`src/rtl/srt_prenorm.sv`:
```
// Divisor pre-normalizer for an SRT divider: captures an operand pair and
// left-justifies the divisor into the 01xxxx format. It also reports the
// shift count, truncated bits and a zero divisor.
module srt_prenorm #(
    parameter int STEP = 1
) (
    input  logic       clk,
    input  logic       resetn,
    input  logic       in_valid,
    output logic       in_ready,
    input  logic [7:0] N_in,
    input  logic [7:0] Dv_in,
    output logic       out_valid,
    input  logic       out_ready,
    output logic [7:0] N_out,
    output logic [5:0] D_out,
    output logic [2:0] shift,
    output logic       inexact,
    output logic       div_zero
);

    typedef enum logic [1:0] {
        IDLE = 2'd0,
        NORM = 2'd1,
        HOLD = 2'd2
    } state_t;

    state_t     state, state_nxt;
    logic [7:0] nreg, dreg;
    logic [2:0] cnt;
    logic       zflag;

    logic       accept;
    logic [1:0] amt;
    logic [7:0] dreg_sh;
    logic [2:0] cnt_sh;

    assign accept = in_valid && (state == IDLE);

    // A double shift is only taken when it cannot push the leading one out.
    always_comb begin
        amt = 2'd1;
        if (STEP == 2 && dreg[7:6] == 2'b00)
            amt = 2'd2;
    end

    assign dreg_sh = (amt == 2'd2) ? {dreg[5:0], 2'b00} : {dreg[6:0], 1'b0};
    assign cnt_sh  = cnt + {1'b0, amt};

    always_comb begin
        state_nxt = state;
        case (state)
            IDLE: begin
                if (in_valid) begin
                    if (Dv_in == 8'd0 || Dv_in[7])
                        state_nxt = HOLD;
                    else
                        state_nxt = NORM;
                end
            end
            NORM: begin
                if (dreg_sh[7])
                    state_nxt = HOLD;
            end
            HOLD: begin
                if (out_ready)
                    state_nxt = IDLE;
            end
            default: state_nxt = IDLE;
        endcase
    end

    always_ff @(posedge clk or negedge resetn) begin
        if (!resetn)
            state <= IDLE;
        else
            state <= state_nxt;
    end

    always_ff @(posedge clk or negedge resetn) begin
        if (!resetn) begin
            nreg  <= 8'd0;
            dreg  <= 8'd0;
            cnt   <= 3'd0;
            zflag <= 1'b0;
        end else if (accept) begin
            nreg  <= N_in;
            dreg  <= Dv_in;
            cnt   <= 3'd0;
            zflag <= (Dv_in == 8'd0);
        end else if (state == NORM) begin
            dreg <= dreg_sh;
            cnt  <= cnt_sh;
        end
    end

    assign in_ready  = (state == IDLE);
    assign out_valid = (state == HOLD);

    // Data outputs are forced to zero except while a result is presented.
    always_comb begin
        N_out    = 8'd0;
        D_out    = 6'd0;
        shift    = 3'd0;
        inexact  = 1'b0;
        div_zero = 1'b0;
        if (state == HOLD) begin
            N_out = nreg;
            if (zflag) begin
                div_zero = 1'b1;
            end else begin
                D_out   = {1'b0, dreg[7:3]};
                shift   = cnt;
                inexact = |dreg[2:0];
            end
        end
    end

endmodule

```
`config.mk`:
```
export PLATFORM = sky130hd
export DESIGN_NAME = srt_prenorm
export DESIGN_NICKNAME = d
export VERILOG_FILES = /design/src/rtl/srt_prenorm.sv
export SDC_FILE = /design/constraint.sdc
export NUM_CORES = 1
export LEC_CHECK = 0
export ABC_AREA = 1
export CAP_MARGIN = 20
export CORE_MARGIN = 4
export CORE_UTILIZATION = 41
export CTS_CLUSTER_SIZE = 25
export DETAILED_ROUTE_END_ITERATION = 8
export GPL_ROUTABILITY_DRIVEN = 0
export PLACE_DENSITY = 0.74
export SLEW_MARGIN = 30
export SYNTH_ARGS = -nofsm -noshare
export SYNTH_HDL_FRONTEND = slang
export SYNTH_SLANG_ARGS = --single-unit
```
`constraint.sdc`:
```
create_clock -name clk -period 3.22 [get_ports clk]
set_clock_uncertainty 0.2 [all_clocks]
set_input_delay 0.322 -clock clk [delete_from_list [all_inputs] [get_ports clk]]
set_output_delay 0.322 -clock clk [all_outputs]
set_load 0.02 [all_outputs]
```
### Word level (Yosys, flattened, before mapping)

Cells that the tools add are included.

| word-level totals | value |
|---|---|
| register bits after elaboration | 22 |
| bits of input ports | 20 |
| output and inout bits | 21 |
| logic and storage cells | 36 |

| cells by class | value |
|---|---|
| $add $sub $neg | 1 |
| equality and inequality tests | 5 |
| mux-type cells | 18 |
| reductions and logical operators | 7 |

Operator list:

| kind | count |
|---|---|
| $mux 8 | 3 |
| $mux 3 | 4 |
| $mux 5 | 2 |
| $logic_not 8->1 | 1 |
| $mux 2 | 4 |
| $pmux 2 s3 | 1 |
| $mux 1 | 4 |
| $ne 2x2->1 const B | 2 |
| $add 3x1->3 const B | 1 |
| $reduce_and 3->1 | 1 |
| $reduce_or 3->1 | 1 |
| $eq 2x1->1 const B | 1 |
| $eq 2x2->1 const B | 1 |
| $logic_not 2->1 | 1 |
| $ne 2x1->1 const B | 1 |
| $reduce_bool 2->1 | 1 |
| $logic_and 1x1->1 | 1 |
| $logic_or 1x1->1 | 1 |

### Longest topological paths before layout

| depth | value |
|---|---|
| depth in word-level cells | 5 |
| gate-level depth with buffers | 7 |
| mapped depth without buffers | 7 |

### Worst setup path before layout

No wires, ideal clock.

| timing | value |
|---|---|
| kind | reg-to-output |
| start | reg state[1] |
| end | out D_out[0] |
| arrival | 1.170 ns |
| required time | 2.698 ns |
| setup slack | 1.528 ns |
| cell stages (with the launch flop) | 6 |
| path buffers | 1 |
| path through | dfrtp_1 inv_1 nor2_4 inv_2 buf_6 nor2_1 |

| between the ends | value |
|---|---|
| word-level cells in the longest chain between the ends | 2 |

RTL lines:

| element | line | text |
|---|---|---|
| start: declaration | 28 | `state_t state, state_nxt;` |
| start signal: assignment | 77 | `state <= state_nxt;` |
| $eq 2x2->1 | n/a |  |
| named net out_valid | 13 | `output logic out_valid,` |
| $mux 5 | 107 | `if (state == HOLD) begin` |
| end: declaration | 16 | `output logic [5:0] D_out,` |

The timed path passes the listed nets, and every way through them passes these cells.

### Worst setup path in the final report

| timing | value |
|---|---|
| start | reg state[1] |
| end | out inexact |

| between the ends | value |
|---|---|
| word-level cells in the longest chain between the ends | 2 |

RTL lines:

| element | line | text |
|---|---|---|
| $eq 2x2->1 | 107 |  |
| $mux 1 | 107 |  |
| end: declaration | 18 | `output logic inexact,` |

No other way between the ends.

==> summary.md <==
| Metric | Value |
|---|---|
| Status | complete, no violations |
| Avg Cell Area, Syn | slightly above 7 µm² |
| R2R Path Start | state[0] |
| Syn-to-layout area delta | 36.60% |
| Logic gate share of total power | between 50 and 60% |
| Pre-antenna DRT Iters | 4 |
| WS Path Type | register to primary output |
| CTS Root Buffer Type | clkbuf_4 |
| CTS clk-pin slew, worst paths | 0.13 ns |
| Setup crit start kind | register |
| Number of DRC markers in iteration 0 | 40 |
| Wire per inst | about 11 µm |
| Sequential share of the synthesized area | between 40% and 50% |
| Vias | ~1,100 |
| Grt peak-use layer | met2 |
| Largest cells by area after synthesis | dfrtp_1 46%, nand2_1 16%, nor2_1 8.5% |
| Reg2Reg Depth | 7 |
| Synth Instances | roughly 160 |
| Synth area leader | dfrtp_1 |
| Critical path endpoint category | primary output |
| RSZ-0062 raised after global routing | no |
| Yosys warning count | 0 |
| Core occupancy in the finished layout | roughly three fifths |
| CP Cell Sequence | inv_1 -> nor2_4 -> nand2_1 -> nor2_1 -> clkdlybuf4s50_1 |
| CTS Buf Count | 3 |
| H-Tree Depth | 1 |
| Sequential power share | 33.8% |
| IO Count | 41 |
| Vias in the first global route | between 1,000 and 1,500 |
| Die Y | approximately 60 µm |
| Antenna violations before repair | 0 |
| Routing usage on met2 | between 20% and 30% |
| Hold slack | approximately 0.27 ns |
| Final hold viol count | 0 |
| Finished Cell Area | 1620 µm² |
| Cell Area, Placed | 1563 µm² |
| Worst EP required | approximately 2.7 ns |
| CTS sink count | 22 |
| First-pass GRT wire length | roughly 4.6 mm |
| DRC Markers | 0 |
| Sw Share | a little over two fifths |
| Post_cts resized | 0 |
| Crit path buf inv count | 2 |
| Routed WL | around 2.6 mm |
| Max incr delay on CP | 0.62 ns |
| Clock latency on the worst-skew pair | ~0.32 ns |
| Die area | roughly 3800 µm² |
| Via density per instance | 4.730 |
| Library cells used by synthesis | 21 |
| CP arrival | 1.88 ns |
| FF+latch count, synth | 22 |
| Pint | between 0.0008 and 0.0009 W |
| Antenna Nets Post-Route | 0 |
| Pin count of the biggest net entering global routing | 25 |
| GRT Total Usage | 16.56% |
| Share of layout cells above drive strength 1 | under 10% |
| Top Family by Delay on Critical Path | buffers and inverters |
| Lkg Pwr | approximately 0.8 nW |
| CTS tree | yes |
| Clock share of power | about 15% |
| Antenna cells | 0 |
| Highest clock rate | between 400 and 500 MHz |
| Pwr dens | ~880 nW/µm² |
| Core area | ~2800 µm² |
| Mapped cell area | between 1000 and 1500 µm² |
| Max Cap Viol | 0 |
| Final nets | roughly 220 |
| Slew Viols, Final | 0 |
| Hpwl dp | 2.067 mm |
| Row cnt | 19 |
| Final TNS setup | 0 ns |
| Max FO, Critical Path | 5 |
| R2R Path End | dreg[5] |
| Peak supply drop | 591.0 µV |
| GR Util met3 | roughly 3.7% |
| Die W | ~62 µm |
| Worst Hold Class | input pin to asynchronous set/reset pin |
| NetSw | slightly below 0.0006 W |
| Met1 usage | 19.82% |
| Final worst path period share | about three quarters |
| Starting Density | between 40% and 50% |
| Port bufs | 39 |
| Min Tclk post-route | around 2.4 ns |
| Clock Tree Buf Depth | 2 |
| Final setup viols | 0 |
| Post-Syn Nets | around 180 |
| Grt ovf | 0 |
| CP max stage cell | clkdlybuf4s50_1 |
| Share of the synthesized area in the top cell type | a little under half |
| Worst R2R Setup Slack | 1.53 ns |
worst max-delay path by stage:
stage	start	to	slack [ns]	cells past startpoint
5_1_grt	state[1]	inexact	0.68	5
3_3_place_gp	state[1]	D_out[1]	1.23	5
3_5_place_dp	state[1]	inexact	1.17	5
6_report	state[1]	inexact	0.82	5
4_1_cts	state[1]	inexact	0.81	5
2_1_floorplan	state[1]	D_out[0]	1.53	5
stage by stage:
step	instances	setup slack (ns)	total power, W
after global routing	233	0.6789	0.001550
after floorplan	163	1.528	0.0009722
final	233	0.8185	0.001422
after CTS	232	0.8097	0.001434
after detailed placement	228	1.170	0.001219
after global placement	228	1.231	0.001199
routing by layer:
layer,vias up,part of all wire (%)
met1,505,44
li1,563,-
met5,-,0
met4,0,2.5
met3,7,5.1
met2,27,48
synth_stat cells:
cell type   n
nand2_1    50
nor2_1     27
inv_1      24
dfrtp_1    22
nand3_1    11
o21ai_0    10
buf_4       2
buf_6       2
inv_2       2
nor2_2      2
a21oi_1     1
buf_8       1
conb_1      1
ha_1        1
inv_6       1
nand2_2     1
nand2_4     1
nor2_4      1
nor3_1      1
o22ai_1     1
xnor2_1     1
registers in the layout, indices dropped and copies added, names as in the netlist:
name / count
dreg: 8
cnt: 3
zflag: 1
nreg: 8
state: 2
layout by cell type (no fill, tap or decap), drive strengths merged:
cell type	synthesis	final
nand2	52	52
clkdlybuf4s50	0	38
nor2	30	30
inv	27	27
dfrtp	22	22
nand3	11	11
o21ai	10	10
clkbuf	0	3
nor3	1	1
a21oi	1	1
xnor2	1	1
o22ai	1	1
ha	1	1
conb	1	1
bufinv	0	1
dlygate4sd3	0	1
buf	5	1
final cells by class:
cell class / count / area [µm²]
fillers: 253 / 1137
flip-flops and latches: 22 / 550.5
multi-input cells: 109 / 476.7
repair buffers: 40 / 395.4
inverters: 27 / 106.4
well taps: 31 / 38.79
clock inverters: 1 / 30.03
clock buffers: 3 / 22.52
logic make-up after synthesis:
family	Yosys count	synth area share, %
DFF	22	46.41
xor gates and xnor gates	1	0.7385
adders and majority gates	1	1.055
other	1	0.3162
buffers and inverters	32	13.40
AOI/OAI and AO/OA	12	5.169
and+or+nand+nor	94	32.91
power by group through the flow:
stage	clock, W	combinational [W]	sequential, W
floorplan	0	0.000504	0.000468
global placement	0	0.000719	0.000481
detailed placement	0	0.000732	0.000487
CTS	0.000218	0.000735	0.000481
global route	0.000229	0.000821	0.000500
finish	0.000218	0.000723	0.000481
repair_timing:
action,4_1_cts,5_1_grt
endpoints found under the hold margin,0,22
setup buffers,0,0
hold buffers,0,1
Power figures use the tool's default switching activity.
